File: src/rtl/pipelined_adder_if.sv
// Valid/ready operand and result streams for pipelined_adder.
interface pipelined_adder_if #(
  parameter int unsigned WIDTH = 32
) ();

  logic             in_valid;
  logic             in_ready;
  logic [WIDTH-1:0] a;
  logic [WIDTH-1:0] b;
  logic             cin;
  logic             out_valid;
  logic             out_ready;
  logic [WIDTH:0]   sum;

  // Operand producer and result consumer
  modport master (
    output in_valid, a, b, cin, out_ready,
    input  in_ready, out_valid, sum
  );

  // The adder itself
  modport slave (
    input  in_valid, a, b, cin, out_ready,
    output in_ready, out_valid, sum
  );

endinterface

File: src/rtl/pipelined_adder.sv
// Pipelined WIDTH-bit adder: the carry chain is cut into STAGES chunks, one chunk
// resolved per stage, with valid/ready flow control and collapsing bubbles.
// Optional feature macro: PIPELINED_ADDER_CNT_EN adds a 16-bit output transfer
// counter on port xfer_cnt.
module pipelined_adder #(
  parameter int unsigned WIDTH   = 32,
  parameter int unsigned HAS_CIN = 0,
  parameter int unsigned STAGES  = 2
) (
  input  logic        clk,
  input  logic        rst_n,
`ifdef PIPELINED_ADDER_CNT_EN
  output logic [15:0] xfer_cnt,
`endif
  pipelined_adder_if.slave bus
);

  localparam int unsigned CHUNK = (WIDTH + STAGES - 1) / STAGES;

  // Stage s register set; stage STAGES-1 drives the output port
  logic             vld_q [STAGES];
  logic [WIDTH-1:0] opa_q [STAGES];
  logic [WIDTH-1:0] opb_q [STAGES];
  logic [WIDTH-1:0] sum_q [STAGES];
  logic             cy_q  [STAGES];

  // Values presented to the input of stage s
  logic             src_v [STAGES];
  logic [WIDTH-1:0] src_a [STAGES];
  logic [WIDTH-1:0] src_b [STAGES];
  logic [WIDTH-1:0] src_s [STAGES];
  logic             src_c [STAGES];

  // Next contents of each stage after adding its chunk
  logic [WIDTH-1:0] sum_d [STAGES];
  logic             cy_d  [STAGES];
  logic             carry_c;

  // rdy_c[s] = stage s may load; rdy_c[STAGES] is the consumer
  logic             rdy_c [STAGES+1];

  // Last stage keeps operand copies nobody reads
  logic             unused_ops;
  assign unused_ops = ^{opa_q[STAGES-1], opb_q[STAGES-1]};

  // Stage inputs: ports for stage 0, previous stage registers otherwise
  always_comb begin
    src_v[0] = bus.in_valid;
    src_a[0] = bus.a;
    src_b[0] = bus.b;
    src_s[0] = '0;
    src_c[0] = (HAS_CIN != 0) ? bus.cin : 1'b0;
    for (int unsigned s = 1; s < STAGES; s++) begin
      src_v[s] = vld_q[s-1];
      src_a[s] = opa_q[s-1];
      src_b[s] = opb_q[s-1];
      src_s[s] = sum_q[s-1];
      src_c[s] = cy_q[s-1];
    end
  end

  // Ripple-add chunk s inside stage s; an empty trailing chunk passes the carry
  always_comb begin
    carry_c = 1'b0;
    for (int unsigned s = 0; s < STAGES; s++) begin
      sum_d[s] = src_s[s];
      carry_c  = src_c[s];
      for (int unsigned i = 0; i < WIDTH; i++) begin
        if ((i >= s * CHUNK) && (i < (s + 1) * CHUNK)) begin
          sum_d[s][i] = src_a[s][i] ^ src_b[s][i] ^ carry_c;
          carry_c     = (src_a[s][i] & src_b[s][i]) |
                        (carry_c & (src_a[s][i] ^ src_b[s][i]));
        end
      end
      cy_d[s] = carry_c;
    end
  end

  // Backpressure: a stage loads when empty or when its successor moves on
  always_comb begin
    rdy_c[STAGES] = bus.out_ready;
    for (int unsigned s = 0; s < STAGES; s++) begin
      rdy_c[STAGES-1-s] = !vld_q[STAGES-1-s] || rdy_c[STAGES-s];
    end
  end

  // Pipeline registers; payload only captured alongside a valid item
  always_ff @(posedge clk or negedge rst_n) begin
    if (!rst_n) begin
      for (int unsigned s = 0; s < STAGES; s++) begin
        vld_q[s] <= 1'b0;
        opa_q[s] <= '0;
        opb_q[s] <= '0;
        sum_q[s] <= '0;
        cy_q[s]  <= 1'b0;
      end
    end else begin
      for (int unsigned s = 0; s < STAGES; s++) begin
        if (rdy_c[s]) begin
          vld_q[s] <= src_v[s];
          if (src_v[s]) begin
            opa_q[s] <= src_a[s];
            opb_q[s] <= src_b[s];
            sum_q[s] <= sum_d[s];
            cy_q[s]  <= cy_d[s];
          end
        end
      end
    end
  end

  assign bus.in_ready  = rdy_c[0];
  assign bus.out_valid = vld_q[STAGES-1];
  assign bus.sum       = {cy_q[STAGES-1], sum_q[STAGES-1]};

`ifdef PIPELINED_ADDER_CNT_EN
  // Free-running count of output transfers, wraps at 16 bits
  always_ff @(posedge clk or negedge rst_n) begin
    if (!rst_n) begin
      xfer_cnt <= 16'd0;
    end else if (bus.out_valid && bus.out_ready) begin
      xfer_cnt <= xfer_cnt + 16'd1;
    end
  end
`endif

endmodule

File: src/flat_wrapper.sv
// flat-port wrapper written by rule: the top's interface ports become plain ports
module pipelined_adder_flat 
#(
  parameter int unsigned WIDTH   = 32,
  parameter int unsigned HAS_CIN = 0,
  parameter int unsigned STAGES  = 2
)
  (clk, rst_n, bus_in_valid, bus_a, bus_b, bus_cin, bus_out_ready, bus_in_ready, bus_out_valid, bus_sum);
  pipelined_adder_if #(.WIDTH(WIDTH)) bus_i ();
  input  logic clk;
  input  logic rst_n;
  input wire logic [$bits(bus_i.in_valid)-1:0] bus_in_valid;
  input wire logic [$bits(bus_i.a)-1:0] bus_a;
  input wire logic [$bits(bus_i.b)-1:0] bus_b;
  input wire logic [$bits(bus_i.cin)-1:0] bus_cin;
  input wire logic [$bits(bus_i.out_ready)-1:0] bus_out_ready;
  output wire logic [$bits(bus_i.in_ready)-1:0] bus_in_ready;
  output wire logic [$bits(bus_i.out_valid)-1:0] bus_out_valid;
  output wire logic [$bits(bus_i.sum)-1:0] bus_sum;
  assign bus_i.in_valid = bus_in_valid;
  assign bus_i.a = bus_a;
  assign bus_i.b = bus_b;
  assign bus_i.cin = bus_cin;
  assign bus_i.out_ready = bus_out_ready;
  assign bus_in_ready = bus_i.in_ready;
  assign bus_out_valid = bus_i.out_valid;
  assign bus_sum = bus_i.sum;
  pipelined_adder #(.WIDTH(WIDTH), .HAS_CIN(HAS_CIN), .STAGES(STAGES)) u_core (.clk(clk), .rst_n(rst_n), .bus(bus_i));
endmodule
File: config.mk
export PLATFORM = sky130hd
export DESIGN_NAME = pipelined_adder_flat
export DESIGN_NICKNAME = d
export VERILOG_FILES = /design/src/rtl/pipelined_adder_if.sv /design/src/rtl/pipelined_adder.sv /design/src/flat_wrapper.sv
export SDC_FILE = /design/constraint.sdc
export NUM_CORES = 1
export LEC_CHECK = 0
export CAP_MARGIN = 20
export CELL_PAD_IN_SITES_DETAIL_PLACEMENT = 1
export CELL_PAD_IN_SITES_GLOBAL_PLACEMENT = 2
export CORE_MARGIN = 1.5
export CORE_UTILIZATION = 34
export CTS_CLUSTER_DIAMETER = 60
export DETAILED_ROUTE_END_ITERATION = 6
export PLACE_DENSITY = 0.84
export SLEW_MARGIN = 20
export SYNTH_ARGS = -nofsm -noshare
export SYNTH_HDL_FRONTEND = slang
export SYNTH_SLANG_ARGS = --single-unit
File: constraint.sdc
create_clock -name clk -period 10.3 [get_ports clk]
set_input_delay 1.545 -clock clk [delete_from_list [all_inputs] [get_ports clk]]
set_output_delay 1.545 -clock clk [all_outputs]
set_load 0.01 [all_outputs]
==> results of run 1 <==
[registers in the layout (all words and copies together) (netlist names)]
signal / flops
u_core.bus.out_valid: 1
u_core.bus.sum: 33
u_core.cy_q: 1
u_core.opa_q: 16
u_core.opb_q: 16
u_core.src_s: 16
u_core.src_v: 1
[worst reg2reg max path: stages, from the launching register on]
cell and delay, ns:
dfrtp_1 0.35, inv_1 0.11, fa_1 0.18, inv_1 0.06, fa_1 0.45, fa_1 0.47, fa_1 0.49, fa_1 0.48
fa_1 0.47, fa_1 0.47, fa_1 0.47, fa_1 0.47, fa_1 0.47, fa_1 0.47, fa_1 0.47, fa_1 0.48
fa_1 0.47, fa_1 0.44, inv_1 0.09, fa_1 0.39, mux2i_1 0.13
[final timing paths]
check                                                  from  cells after the start                             end  slack [ns]
min in group asynchronous                             rst_n                      1    u_core.opa_q[54]$_DFFE_PN0P_        1.21
worst min-delay path            u_core.src_s[5]$_DFFE_PN0P_                      1     u_core.src_s[5]$_DFFE_PN0P_        0.50
worst max register to register   u_core.cy_q[1]$_DFFE_PN0P_                     20  u_core.bus.sum[31]$_DFFE_PN0P_        2.35
max in group asynchronous                             rst_n                      2    u_core.opb_q[48]$_DFFE_PN0P_        8.14
worst max-delay path             u_core.cy_q[1]$_DFFE_PN0P_                     20  u_core.bus.sum[31]$_DFFE_PN0P_        2.35
worst min register to register  u_core.src_s[5]$_DFFE_PN0P_                      1     u_core.src_s[5]$_DFFE_PN0P_        0.50
[synthesized netlist by cell type, drive strengths merged]
cell | count | area share, %
nand3b | 1 | 0.51
mux2i | 6 | 1.5
fa | 31 | 16
dfrtp | 84 | 54
inv | 19 | 1.8
ha | 1 | 0.32
nand2b | 3 | 0.48
nand2 | 2 | 0.45
buf | 9 | 2.2
mux2 | 76 | 23
[metal layers]
layer	track usage [%]	part of all wire, %	vias to the layer above
met4	5.01	0.79	2
met1	17.2	43	1128
met5	0	0.11	-
li1	-	-	973
met2	22.4	50	66
met3	4.15	6.6	6
[logic make-up after synthesis]
| logic type | share of synthesized area [%] |
|---|---|
| buffers and inverters | 3.99 |
| muxes | 24.2 |
| DFF | 54.1 |
| and+or+nand+nor | 1.45 |
| adders and majority gates | 16.3 |
[power groups by stage]
stage | combinational, W | sequential (W) | clock (W)
after CTS | 0.000377 | 0.000482 | 0.000304
after floorplan | 0.000158 | 0.000505 | 0
after detailed placement | 0.000375 | 0.000488 | 0
after global placement | 0.000364 | 0.000481 | 0
after global routing | 0.000410 | 0.000495 | 0.000320
final | 0.000367 | 0.000480 | 0.000292
[through the flow]
step	setup WS, ns	hold slack (ns)	cell area [um^2]	power, W
floorplan	2.73	0.475	3890	0.000663
detailed placement	2.02	0.491	5010	0.000863
global route	1.97	0.520	5280	0.00122
global placement	2.06	0.482	5010	0.000845
CTS	2.22	0.506	5280	0.00116
finish	2.35	0.501	5280	0.00114
[cell type report]
class | instances | area share (%)
sequential | 84 | 39.8
multi-input combinational | 120 | 30.9
timing repair buffer | 103 | 19.4
clock buffer | 12 | 4.67
tap | 140 | 3.32
inverter | 19 | 1.35
clock inverter | 4 | 0.474
==> metrics.md, run 1 <==
| Metric | Value |
|---|---|
| Min Tclk post-route | `roughly 8.0 ns` |
| CTS tree | `yes` |
| Largest net degree at the start of global routing | `50` |
| Unique cell type count in the Yosys netlist | `14` |
| Htree depth | `3` |
| Root buf cell | `clkbuf_16` |
| Status | `finished clean` |
| Seq pwr share | `a little over two fifths` |
| Core Area | `between 10000 and 15000 um^2` |
| RSZ-0062 raised after global routing | `no` |
| Cells after synthesis | `approximately 230` |
| Drt total wl | `roughly 7.4 mm` |
| Sink Count | `84` |
| Peak VDD IR | `0.0000950 V` |
| Commonest non-fill, non-tap cell in the layout | `clkdlybuf4s50_1` |
| Flip-flop and latch count after synthesis | `between 80 and 90` |
| Critical path class | `register to register` |
| Cell Area, Synth | `approximately 3900 um^2` |
| Finished Layout Cells | `482` |
| Switching Share | `between 20 and 30%` |
| # DRC | `0` |
| Gp weighted congestion | `~0.67` |
| Layout cells sized above 1 | `27.8%` |
| Worst path arrival time | `8.19 ns` |
| Setup Fix Bufs, Post-CTS | `0` |
| I/O Pins | `~100` |
| Synthesized area per cell | `16.8 um^2` |
| NetSw | `between 0.0003 and 0.0004 W` |
| Leakage power | `roughly 2.3 nW` |
| # nets final | `around 440` |
| Vias in the first global route | `between 2k and 2.5k` |
| Number of gates resized after CTS | `0` |
| Critical path buffer and inverter count | `3` |
| Slew headroom | `36.5%` |
| Max-cap viol count | `0` |
| Clock buffer depth | `2` |
| Register area | `approximately 2100 um^2` |
| Detail Placement HPWL | `approximately 5.3 mm` |
| Internal | `0.000828 W` |
| Die width | `approximately 110 um` |
| FP Rows | `38` |
| Max Clock Skew | `~0.007 ns` |
| Clock Latency Late Sink | `0.32 ns` |
| Number of hold buffers added after CTS | `0` |
| Final Hold Vio Count | `0` |
| Most frequent cells in the layout | `101 x clkdlybuf4s50_1, 84 x dfrtp_1, 69 x mux2_2` |
| Iter 0 DRT Violations | `38` |
| Clk pwr share | `between 20% and 30%` |
| CP Max Fanout | `2` |
| Crit path top cell by count | `fa_1` |
| Period utilisation layout | `roughly 77%` |
| Total track usage | `a little over an eighth` |
| Slew of the pin with the lowest slew margin | `~0.95 ns` |
| Wire length per cell | `between 15 and 20 um` |
| Number of diodes | `0` |
| # fillers | `approximately 1.1k` |
| Starting Density | `~35%` |
| Register area share after synthesis | `a little over half` |
| Antenna violations before repair | `1` |
| IO buf count | `between 100 and 150` |
| TNS Setup | `0 ns` |
| Syn_nets | `333` |
| Max Clk Rate | `around 0.13 GHz` |
| Via count | `~2.2k` |
| Worst EP required | `~11 ns` |
| P per Cell Area | `216 nW/um^2` |
| Yosys warning total | `0` |
| Top delay family on crit path | `adder cells` |
| CTS buffer count | `9` |
| Crit start category | `register` |
| Multi-input gate area | `about 1600 um^2` |
| Die H | `110 um` |
| Worst setup EP type | `register` |
| Core Util, Final | `48.1%` |
| Logic pwr share | `32.2%` |
| CP max-delay cell | `fa_1` |
| Total gr overflow | `0` |
| Cell Count Post-Placement | `around 470` |
| Worst-path clk slew | `approximately 0.06 ns` |
| Vias per cell | `roughly 4.5` |
| Fin. max-slew vios | `0` |
| Slowest stage delay, CP | `~0.49 ns` |
| Cell Chain, Critical Path | `inv_1 > fa_1 > inv_1 > fa_1 > fa_1 > fa_1 > fa_1 > fa_1 > fa_1 > fa_1 > fa_1 > fa_1 > fa_1 > fa_1 > fa_1 > fa_1 > fa_1 > inv_1 > fa_1 > mux2i_1` |
| Final ANT Viol Nets | `0` |
| DRT Pass-1 Iters | `4` |
| Setup violators final | `0` |
| Worst min path class | `register to register` |
| First-pass GRT wire length | `between 10 and 15 mm` |
| Die footprint | `12100 um^2` |
| P&R area growth vs syn | `35.7%` |
(Power assumes the default switching activity.)
==> inputs of run 2 (changes only) <==
--- a/config.mk
+++ b/config.mk
@@ -9,10 +9,10 @@
 export CELL_PAD_IN_SITES_DETAIL_PLACEMENT = 1
 export CELL_PAD_IN_SITES_GLOBAL_PLACEMENT = 2
 export CORE_MARGIN = 1.5
-export CORE_UTILIZATION = 34
+export CORE_UTILIZATION = 30
 export CTS_CLUSTER_DIAMETER = 60
 export DETAILED_ROUTE_END_ITERATION = 6
-export PLACE_DENSITY = 0.84
+export PLACE_DENSITY = 0.79
 export SLEW_MARGIN = 20
 export SYNTH_ARGS = -nofsm -noshare
 export SYNTH_HDL_FRONTEND = slang
==> constraint.sdc (replaced) <==
create_clock -name clk -period 6.9 [get_ports clk]
set_input_delay 1.035 -clock clk [delete_from_list [all_inputs] [get_ports clk]]
set_output_delay 1.035 -clock clk [all_outputs]
set_load 0.01 [all_outputs]
==> run 2 against run 1 <==
  * Largest power group unchanged
  * Wire length up 1.6%
  * First-iteration DRC count up 47%
  * Register-to-register slack worse by 2.1 ns
  * Non-clock buffer count up 1
  * Utilization down 5.2 points
  * Count of clock-buffer cells in the layout up 1
  * Cell area up 2.5%
  * Hold slack worse by 0.0011 ns
  * Setup slack worse by 2.1 ns
  * Power up 53%
  * Sequential share of layout area down 0.97 points
  * Combinational power up 52%
==> metrics.md, run 2 (synthesis results as in run 1) <==
| Metric | Value |
|---|---|
| Status | `finished clean` |
| Setup violators final | `0 (unchanged)` |
| GR peak layer | `met2` |
| FP Rows | `41 (+7.9%)` |
| Fin. max-slew vios | `0 (unchanged)` |
| Most frequent cells in the layout | `97 x clkdlybuf4s50_1, 84 x dfrtp_1, 69 x mux2_2` |
| Grt met2 use | `20.3% (-2.1 points)` |
| Vias in the first global route | `2529 (+1.2%)` |
| CTS tree | `yes` |
| Largest net degree at the start of global routing | `50 (unchanged)` |
| # nets final | `439 (+0.23%)` |
| Worst EP required | `7.15 ns (-3.39 ns)` |
| CP max-delay cell | `fa_1` |
| Slew headroom | `36.5% (-0.063 points)` |
| Die width | `117 um (+6.3%)` |
| Die H | `117 um (+6.3%)` |
| R2R setup slack | `0.25 ns (-2.10 ns)` |
| Layout cells sized above 1 | `38.0% (+10 points)` |
| # DRC | `0 (unchanged)` |
| Crit path top cell by count | `fa_2` |
| Multi-input gate area | `1710 um^2 (+5.1%)` |
| Peak VDD IR | `0.000120 V (+26%)` |
| Register area | `2100 um^2 (unchanged)` |
| Final Instance Area | `5410 um^2 (+2.5%)` |
| Worst Reg-to-Reg Cells | `20 (unchanged)` |
| Period utilisation layout | `roughly 97%` |
| Max-cap viol count | `0 (unchanged)` |
| Die footprint | `13700 um^2 (+13%)` |
| Sink Count | `84 (unchanged)` |
| CTS buffer count | `9 (unchanged)` |
| Wire length per cell | `14.7 um (-4.7%)` |
| Worst min path class | `register to register` |
| TNS Setup | `0 ns (unchanged)` |
| Worst setup path endpoint | `u_core.src_s[15]$_DFFE_PN0P_` |
| Slowest stage delay, CP | `0.40 ns (-0.09 ns)` |
| CP Max Fanout | `1 (-1)` |
| Commonest non-fill, non-tap cell in the layout | `clkdlybuf4s50_1` |
| First-pass GRT wire length | `12.2 mm (-1.7%)` |
| Final Hold Vio Count | `0 (unchanged)` |
| Core Area | `12600 um^2 (+15%)` |
| Starting Density | `30.8% (-4.6 points)` |
| Hold depth | `1 (unchanged)` |
| Final ANT Viol Nets | `0 (unchanged)` |
| Number of hold buffers added after CTS | `0 (unchanged)` |
| CP startpoint | `bus_b[1]` |
| Worst-path clk slew | `0.06 ns (about the same)` |
| Hold_ws | `0.500 ns (-0.00113 ns)` |
| Max Clk Rate | `between 0.1 and 0.15 GHz` |
| # fillers | `1283 (+16%)` |
| Max Clock Skew | `0.00474 ns (-0.00226 ns)` |
| Met1 Usage GRT | `14.3% (-3.0 points)` |
| Antenna violations before repair | `0 (-1)` |
| Via count | `2192 (+0.78%)` |
| Min Tclk post-route | `around 6.7 ns` |
| Total track usage | `12.3% (-1.4 points)` |
| Worst path arrival time | `6.92 ns (-1.27 ns)` |
| Met3 GRT Util | `5.51% (+1.4 points)` |
| Finished Layout Cells | `514 (+6.6%)` |
| Worst hold start | `u_core.src_s[0]$_DFFE_PN0P_` |
| Crit start category | `primary input` |
| Drt total wl | `7.54 mm (+1.6%)` |
| Setup Fix Bufs, Post-CTS | `0 (unchanged)` |
| P per Cell Area | `322 nW/um^2 (+49%)` |
| Leakage power | `2.25 nW (-0.46%)` |
| Max reg flops | `33 (unchanged)` |
| Detail Placement HPWL | `5.48 mm (+3.7%)` |
| IO buf count | `102 (unchanged)` |
| FF-to-FF Start | `u_core.cy_q[1]$_DFFE_PN0P_` |
| Area of placed instances | `5090 um^2 (+1.7%)` |
| Root buf cell | `clkbuf_16` |
| Total gr overflow | `0 (unchanged)` |
| DRT Pass-1 Iters | `3 (-1)` |
| Gp weighted congestion | `0.704 (+4.6%)` |
| Number of diodes | `0 (unchanged)` |
| Cell Count Post-Placement | `499 (+7.1%)` |
| Htree depth | `3 (unchanged)` |
| Clock buffer depth | `2 (unchanged)` |
| Clock Latency Late Sink | `0.34 ns (+0.02 ns)` |
| Cell Chain, Critical Path | `dlygate4sd2_1 > fa_2 > fa_2 > fa_2 > fa_2 > fa_2 > fa_2 > fa_2 > fa_2 > fa_2 > fa_2 > inv_2 > fa_2 > inv_2 > fa_2 > fa_2 > fa_2 > inv_2 > fa_1 > mux2i_1` |
| Slew of the pin with the lowest slew margin | `0.950 ns (+0.000941 ns)` |
| Reg-to-Reg End | `u_core.bus.sum[31]$_DFFE_PN0P_` |
| P&R area growth vs syn | `39.1%` |
| Critical path class | `primary input to register` |
| I/O Pins | `104 (unchanged)` |
| Core Util, Final | `42.9% (-5.2 points)` |
| Iter 0 DRT Violations | `56 (+47%)` |
| RSZ-0062 raised after global routing | `no` |
| Worst setup EP type | `register` |
| Vias per cell | `4.26 (-5.5%)` |
run 2: cell count changes in the layout (fill, tap and decap cells not counted), sizes merged, moves of 2 or more:
cell	change
dlygate4sd2	+2
buf	+3
clkinvlp	-2
clkdlybuf4s50	-4
run 2: layout make-up:
cell class | instances | area share (%)
Inverter | 19 | 1.32
Timing Repair Buffer | 104 | 18.9
Clock inverter | 2 | 0.648
Tap cell | 172 | 3.98
Sequential cell | 84 | 38.9
Multi-Input combinational cell | 120 | 31.7
Clock buffer | 13 | 4.63
run 2: power breakdown:
part	switching (W)	internal [W]	total (W)
combinational	0.000204	0.000352	0.000557
clock	0.000178	0.000288	0.000466
sequential	0.0000819	0.000639	0.000720
total	0.000465	0.00128	0.00174
run 2: worst min-delay path by stage:
stage | endpoint | slack, ns
after floorplan | u_core.bus.sum[0]$_DFFE_PN0P_ | 0.47
after global routing | u_core.bus.sum[3]$_DFFE_PN0P_ | 0.52
after detailed placement | u_core.bus.sum[0]$_DFFE_PN0P_ | 0.49
after CTS | u_core.bus.sum[0]$_DFFE_PN0P_ | 0.51
after global placement | u_core.bus.sum[3]$_DFFE_PN0P_ | 0.48
final | u_core.bus.sum[0]$_DFFE_PN0P_ | 0.50
run 2: what timing repair did:
item	in CTS	in global routing
pin swaps	22	15
cloned	0	0
endpoints found under the setup margin	6	2
resized for setup	26	2
run 2: through the flow:
stage               setup WS (ns)  power (W)
floorplan                  0.0175   0.000998
global placement           -0.636    0.00128
detailed placement         -0.786    0.00130
CTS                        0.0146    0.00179
global route               0.0181    0.00187
finish                      0.230    0.00174
run 2: critical path: cells and delay by family:
kind / cells / cell delay (ns)
adder cells (fa/ha/maj): 15 / 5.32
buffers and inverters: 4 / 0.42
multiplexers: 1 / 0.13
run 2: routing by layer:
layer	part of all wire, %	vias to the layer above	wire, um
li1	-	983	-
met1	42	1132	3140
met2	50	67	3760
met3	7.0	10	529
met4	1.4	0	104
met5	0	-	0
